===== src/rtl/dmem_arbiter.sv =====
// ---------------------------------------------------------------------------
// dmem_arbiter
//
// Shares one data memory between the CPU load/store path and an external
// loader/debug port. Each access occupies the memory for MEM_LAT cycles. The
// CPU is held with cpu_stall until its access is in its final cycle. The
// external port is a level request answered by ext_gnt and a one-cycle
// ext_done pulse. A starvation counter forces the external port through after
// STARVE_MAX consecutive CPU wins while both ports were requesting.
//
// Ports
//   clk, reset          rising-edge clock, asynchronous active-low reset
//   cpu_req/we/addr/wdata  CPU access request (level while pending)
//   cpu_rdata, cpu_stall   CPU load data (valid during CPU access), PC hold
//   ext_req/we/addr/wdata  external access request (level)
//   ext_gnt, ext_done      access in progress, completion pulse
//   ext_rdata              external read data, registered at completion
//   mem_addr/wdata/read/write  to the memory
//   mem_rdata              from the memory
// ---------------------------------------------------------------------------
module dmem_arbiter #(
    parameter int ADDR_W     = 32,
    parameter int DATA_W     = 32,
    parameter int MEM_LAT    = 1,   // 1..15
    parameter int STARVE_MAX = 4    // 1..15
) (
    input  logic              clk,
    input  logic              reset,

    input  logic              cpu_req,
    input  logic              cpu_we,
    input  logic [ADDR_W-1:0] cpu_addr,
    input  logic [DATA_W-1:0] cpu_wdata,
    output logic [DATA_W-1:0] cpu_rdata,
    output logic              cpu_stall,

    input  logic              ext_req,
    input  logic              ext_we,
    input  logic [ADDR_W-1:0] ext_addr,
    input  logic [DATA_W-1:0] ext_wdata,
    output logic              ext_gnt,
    output logic              ext_done,
    output logic [DATA_W-1:0] ext_rdata,

    output logic [ADDR_W-1:0] mem_addr,
    output logic [DATA_W-1:0] mem_wdata,
    output logic              mem_read,
    output logic              mem_write,
    input  logic [DATA_W-1:0] mem_rdata
);

    typedef enum logic [1:0] {
        IDLE     = 2'd0,
        CPU_BUSY = 2'd1,
        EXT_BUSY = 2'd2
    } state_t;

    localparam logic [3:0] LAST_CNT   = 4'(MEM_LAT - 1);
    localparam logic [3:0] STARVE_LIM = 4'(STARVE_MAX);

    state_t            state_q, state_d;
    logic [3:0]        cnt_q, cnt_d;
    logic [3:0]        starve_q, starve_d;
    logic              ext_done_q, ext_done_d;
    logic [DATA_W-1:0] ext_rdata_q, ext_rdata_d;

    logic last_cycle;
    logic ext_win;
    logic ext_grant;
    logic ext_finish;

    assign last_cycle = (cnt_q == LAST_CNT);
    // External port wins a contested arbitration only once it has lost
    // STARVE_MAX times in a row.
    assign ext_win    = ext_req & (~cpu_req | (starve_q == STARVE_LIM));
    assign ext_grant  = (state_q == IDLE) & ext_win;
    assign ext_finish = (state_q == EXT_BUSY) & last_cycle;

    // -----------------------------------------------------------------------
    // State register
    // -----------------------------------------------------------------------
    // NOTE: every flop resets asynchronously so an access interrupted by
    // reset is abandoned at once; sequential state uses non-blocking
    // assignments only, so all flops see the pre-edge values.
    always_ff @(posedge clk or negedge reset) begin
        if (!reset) begin
            state_q     <= IDLE;
            cnt_q       <= 4'd0;
            starve_q    <= 4'd0;
            ext_done_q  <= 1'b0;
            ext_rdata_q <= '0;
        end else begin
            state_q     <= state_d;
            cnt_q       <= cnt_d;
            starve_q    <= starve_d;
            ext_done_q  <= ext_done_d;
            ext_rdata_q <= ext_rdata_d;
        end
    end

    // -----------------------------------------------------------------------
    // Next-state logic
    // -----------------------------------------------------------------------
    // NOTE: each combinational output gets a default before the case so no
    // path leaves it unassigned, which would infer a latch.
    always_comb begin
        state_d = state_q;
        cnt_d   = cnt_q;
        unique case (state_q)
            IDLE: begin
                cnt_d = 4'd0;
                if (ext_win)      state_d = EXT_BUSY;
                else if (cpu_req) state_d = CPU_BUSY;
            end
            CPU_BUSY, EXT_BUSY: begin
                if (last_cycle) begin
                    state_d = IDLE;
                    cnt_d   = 4'd0;
                end else begin
                    cnt_d = cnt_q + 4'd1;
                end
            end
            default: begin
                state_d = IDLE;
                cnt_d   = 4'd0;
            end
        endcase
    end

    // Starvation counter: counts contested CPU wins, clears on any ext grant
    // or whenever the external port stops asking.
    always_comb begin
        starve_d = starve_q;
        if (!ext_req || ext_grant) begin
            starve_d = 4'd0;
        end else if ((state_q == IDLE) && cpu_req && (starve_q < STARVE_LIM)) begin
            starve_d = starve_q + 4'd1;
        end
    end

    // External completion: pulse in the cycle after the final access cycle,
    // capture read data on the final edge, hold it across writes.
    always_comb begin
        ext_done_d  = ext_finish;
        ext_rdata_d = ext_rdata_q;
        if (ext_finish && !ext_we) begin
            ext_rdata_d = mem_rdata;
        end
    end

    // -----------------------------------------------------------------------
    // Output logic
    // -----------------------------------------------------------------------
    always_comb begin
        mem_addr  = '0;
        mem_wdata = '0;
        mem_read  = 1'b0;
        mem_write = 1'b0;
        cpu_rdata = '0;
        ext_gnt   = 1'b0;
        unique case (state_q)
            CPU_BUSY: begin
                mem_addr  = cpu_addr;
                mem_wdata = cpu_wdata;
                mem_read  = ~cpu_we;
                mem_write = cpu_we;
                cpu_rdata = mem_rdata;
            end
            EXT_BUSY: begin
                mem_addr  = ext_addr;
                mem_wdata = ext_wdata;
                mem_read  = ~ext_we;
                mem_write = ext_we;
                ext_gnt   = 1'b1;
            end
            default: ;
        endcase
    end

    // The CPU is released in the final cycle of its own access so the
    // register file can write at that edge; reset forces the stall low.
    assign cpu_stall = reset & cpu_req & ~((state_q == CPU_BUSY) & last_cycle);
    assign ext_done  = ext_done_q;
    assign ext_rdata = ext_rdata_q;

endmodule


===== config.mk =====
export PLATFORM = sky130hd
export DESIGN_NAME = dmem_arbiter
export DESIGN_NICKNAME = d
export VERILOG_FILES = /design/src/rtl/dmem_arbiter.sv
export SDC_FILE = /design/constraint.sdc
export NUM_CORES = 1
export LEC_CHECK = 0
export BUFFER_PORTS_ARGS = -buffer_cell sky130_fd_sc_hd__buf_2
export CAP_MARGIN = 15
export CORE_AREA = 8 8 109 111
export DETAILED_ROUTE_END_ITERATION = 10
export DIE_AREA = 0 0 117 119
export PLACE_DENSITY = 0.77
export SETUP_SLACK_MARGIN = 0.02
export SYNTH_ARGS = -nofsm -noshare
export SYNTH_HDL_FRONTEND = slang
export SYNTH_SLANG_ARGS = --single-unit

===== constraint.sdc =====
create_clock -name clk -period 1.9 [get_ports clk]
set_clock_uncertainty 0.1 [all_clocks]
set_input_delay 0.38 -clock clk [delete_from_list [all_inputs] [get_ports clk]]
set_output_delay 0.38 -clock clk [all_outputs]
set_load 0.05 [all_outputs]

# After elaboration in Yosys (flattened, before gate mapping)
# Index checks and enable logic that the tools add are counted.
# Widths: inputs -> output; s select.
# totals
ff_bits,43
out_inout_bits,133
elab_cells,49
# op_classes
addsub,2
order_cmp,1
n_eq_ne,5
muxes,14
bitwise_logic,11
n_reduce_logical,11
# ops
cell,n
$pmux 32 s2,2
$mux 32,1
$mux 4,4
$add 4x1->4 const B,2
$and 1x1->1,6
$mux 2,3
$eq 4x3->1 const B,1
$logic_not 4->1,1
$lt 4x3->1 const B,1
$not 1->1,4
$pmux 1 s2,2
$pmux 2 s2,1
$logic_and 1x1->1,3
$ne 3x3->1 const B,1
$eq 2x1->1 const B,1
$eq 2x2->1 const B,1
$logic_not 1->1,2
$logic_not 2->1,1
$ne 2x2->1 const B,1
$reduce_and 2->1,1
$reduce_bool 2->1,1
$reduce_or 2->1,1
$logic_or 1x1->1,1
$mux 1,1
$or 1x1->1,1

# Depth between registers and ports, before layout
# depth
ltp_word,6
ltp_mapped,7
mapped_depth_nobuf,5

# Worst setup path before layout
# Ideal clock, no wire load.
# synth_timing
kind,flip-flop to output port
start,register state_q[0]
end,output mem_addr[14]
t_arrival_ns,2.383
setup_slack_ns,-0.963
path_stages_with_launch,7
n_path_buf,2
path_cell_list,dfrtp_1 -> inv_1 -> ha_1 -> buf_2 -> buf_1 -> a22oi_1 -> nor2b_1
# synth_between
elab_chain_len,2
# synth_lines
element,line,source
from (decl),61,"state_t state_q, state_d;"
from (signal assigned),93,state_q <= state_d;
$eq 2x2->1 / $eq 2x1->1 (equally long branches),161,unique case (state_q)
$pmux 32 s2 *,161,
to (decl),45,"output logic [ADDR_W-1:0] mem_addr,"
# Mark *: on every way between the ends. The rest lies on a longest branch, timed or not.

# Worst setup path after layout
# layout_timing
start,register state_q[0]
end,output mem_addr[13]
# Same word-level chain as after synthesis.

==> impl_metrics.csv <==
group,metric,value,unit
sta,min_period,2.318,ns
setup_path,rr_endpoint,"ext_rdata[0]$_DFFE_PN0P_",
final_layout,synthToLayoutAreaGrowth,119.3,%
setup_path,worst_ep_required_time,1.42,ns
hold_path,hold_class,"input pin to asynchronous set/reset pin",
synthesis,synthTopCellsByArea,"dfrtp_1 34%, a22oi_1 15%, mux2_4 14%",
detailed_routing,remaining_drc_errors,0,
global_route,grt_pass1_vias,4167,
global_route,grt_usage,20.46,%
placed_design,dp.cells,742,
sta,max_slew_margin,63.87,%
sta,rsz0062_at_grt,"yes",
global_route,grt_start_max_net_pins,49,
synthesis,async_flop_share,100.0,%
clock_network,htreeDepth,2,
placed_design,dp_hpwl,11260,um
setup_path,cp.arrival,1.84,ns
final_layout,drive_gt1_share,85.14,%
synthesis,ys.flop_type,"dfrtp_1",
clock_network,clk_pin_slew,0.08,ns
clock_network,clk_latency,0.28,ns
die,initial_core_util,31.44,%
placed_design,place.gp.congestion,0.8091,
setup_path,start_kind,"flop",
sta,fin_ws,-0.4183,ns
setup_path,r2r_start,"state_q[0]$_DFFE_PN0P_",
detailed_routing,drt_iter0_drc,117,
synthesis,synth-seq-cells,43,
synthesis,synthesis.area,0.003173,mm^2
setup_path,cp_common_cell,"buf_4",
synthesis,syn_avg_cell_area,10.04,um^2
final_layout,final_cells,762,
synthesis,ys_warn_count,0,
detailed_routing,vias,3877,
pwr,powerDensity,1546,mW/mm^2
placed_design,placed_area,0.005638,mm^2
die,rows,37,
synthesis,seq_area_frac_synth,33.91,%
detailed_routing,dr.pass1.iters,4,
die,die_x,117,um
global_route,antenna_found_initial,0,
global_route,grt_pass1_wl,22630,um
setup_path,worstPathMaxFanout,14,
status,outcome,"complete, but fails checks",
final_layout,finish.instance_area,0.006959,mm^2
setup_path,critPathMaxStageDelay,0.41,ns
sta,hold_violations,0,
setup_path,rrSetupSlack,-0.18,ns
pwr,irDropWorstVdd,914.5,uV
detailed_routing,drt-vias-per-instance,5.088,
final_layout,antenna_cells,0,
clock_network,clock_sinks,43,
pwr,power.static_leakage,0.003342,uW
synthesis,ys_types,30,
setup_path,worst_r2r_path_depth,7,
final_layout,fin_nets,798,
clock_network,cts_made_buffers,5,
sta,fmax,431.4,MHz
die,io_pins,299,
synthesis,syn-num-nets,489,
detailed_routing,wl,16610,um
sta,tightest_slew,0.5420,ns
die,die_h,119,um
setup_path,cpMaxStageDelayCell,"dfrtp_1",
synthesis,yosysTopAreaCell,"dfrtp_1",
setup_path,cp_cell_sequence,"buf_4 > ha_4 > buf_6 > a22oi_1 > nor2b_4 > buf_4",
global_route,gr-total-overflow,0,
placed_design,io_buffers,298,
setup_path,crit_path_end_kind,"output pin",
clock_network,cts_tree,"built",
sta,setup_viol_count_final,132,
synthesis,yosys.area.top_type_share,33.91,%
die,dieArea,0.01392,mm^2
clock_network,clock-root-buffer,"clkbuf_8",
synthesis,syn_inst,316,
setup_path,path_class,"flop to output pin",
synthesis,synth_edf_count,0,
final_layout,post-route-util,68.96,%
clock_network,ctsLongestPathBuffers,2,
status,violations,"negative setup slack",
detailed_routing,wl_per_cell,21.80,um
sta,fin_crit_sh,122.0,%
die,core-area,0.01009,mm^2
sta,drv_slew,0,
run,maxCapViolations,0,
detailed_routing,ant_nets,0,
[state kept, by name (all words and copies together), names as in the netlist]
register   cells
starve_q       4
cnt_q          4
ext_rdata     32
state_q        2
ext_done       1
[metrics by stage]
step	hold slack, ns	total power, uW	TNS, ns	setup WS [ns]
3_5_place_dp	0.3874	8500	-8.997	-0.1423
6_report	0.09091	10760	-34.84	-0.4183
2_1_floorplan	-0.01559	6868	-0.6210	-0.01686
3_3_place_gp	0.3711	8391	-5.598	-0.09537
5_1_grt	0.1219	11150	-43.51	-0.4827
4_1_cts	0.1026	9993	-28.74	-0.3559
[power breakdown]
group | total, uW | switching (uW) | internal [uW]
clock | 823 | 298 | 525
sequential | 1480 | 200 | 1280
combinational | 8460 | 4890 | 3570
[critical path: cells and delay by family, from the launching register on]
family / cells / cell delay (ns)
buffers and inverters: 3 / 0.52
AOI/OAI and AO/OA: 1 / 0.34
and+or+nand+nor: 1 / 0.07
DFF: 1 / 0.41
adders and majority gates: 1 / 0.21
[placed cells by master (no fill, tap or decap), drive strengths merged]
cell / instances
nor2: 5
bufinv: 2
inv: 6
nor2b: 65
and4bb: 1
nand2b: 5
nand3b: 1
o22ai: 2
mux2i: 1
ha: 7
a41o: 1
nor3b: 1
buf: 324
mux2: 32
a22oi: 65
nand4b: 2
dfrtp: 43
a21oi: 2
and3: 1
clkbuf: 13
and2: 35
a21boi: 2
a31o: 1
xnor2: 3
nand3: 2
nand2: 4
[cell usage after synthesis, types with 2 or more instances]
| library cell | number |
|---|---|
| nor2_1 | 5 |
| nand2b_1 | 4 |
| o22ai_1 | 2 |
| inv_1 | 6 |
| mux2_4 | 30 |
| nor2b_1 | 65 |
| buf_2 | 2 |
| nand4b_1 | 2 |
| a21boi_0 | 2 |
| buf_1 | 6 |
| nand3_1 | 2 |
| a21oi_1 | 2 |
| nand2_1 | 4 |
| buf_12 | 3 |
| ha_1 | 7 |
| a22oi_1 | 65 |
| dfrtp_1 | 43 |
| clkbuf_1 | 17 |
| and2_1 | 35 |
| xnor2_1 | 3 |
| mux2_2 | 2 |
[logic make-up (layout without fill, tap and decap cells)]
family / Yosys count / in the layout / share of synthesized area, %
adder cells (fa/ha/maj): 7 / 7 / 2.760
AO/OA/AOI/OAI: 73 / 73 / 17.15
multiplexers: 33 / 33 / 15.22
flip-flops: 43 / 43 / 33.91
AND/OR/NAND/NOR: 122 / 122 / 24.13
buffers and inverters: 35 / 345 / 5.994
XOR/XNOR: 3 / 3 / 0.8282
[repair_timing]
action                     CTS  global route
cloned                       0             8
hold buffers                 0             0
pin swaps                    6            13
resized for setup          200            67
setup buffers                1             3
setup endpoints to repair  132           134
[per-layer routing]
metal,track usage (%),part of all wire (%),vias to the layer above
li1,-,-,1731
met1,20.58,34,1879
met2,38.34,54,219
met3,5.154,7.8,48
met4,8.967,4.6,0
met5,0,0,-
[worst max-delay path by stage]
stage	from	endpoint	slack [ns]
2_1_floorplan	state_q[0]$_DFFE_PN0P_	mem_addr[14]	-0.02
6_report	state_q[0]$_DFFE_PN0P_	mem_addr[13]	-0.42
5_1_grt	state_q[0]$_DFFE_PN0P_	mem_addr[13]	-0.48
4_1_cts	state_q[0]$_DFFE_PN0P_	mem_addr[29]	-0.36
3_5_place_dp	state_q[1]$_DFFE_PN0P_	mem_addr[2]	-0.14
3_3_place_gp	state_q[1]$_DFFE_PN0P_	mem_read	-0.1
[final cells by class]
| cell class | instances | area [um^2] |
|---|---|---|
| multi-input combinational | 238 | 2795 |
| sequential | 43 | 1076 |
| inverter | 6 | 22.52 |
| clock buffer | 6 | 72.57 |
| clock inverter | 2 | 60.06 |
| fill | 697 | 3133 |
| timing repair buffer | 331 | 2763 |
| tap | 136 | 170.2 |
Power figures use the tool's default switching activity.
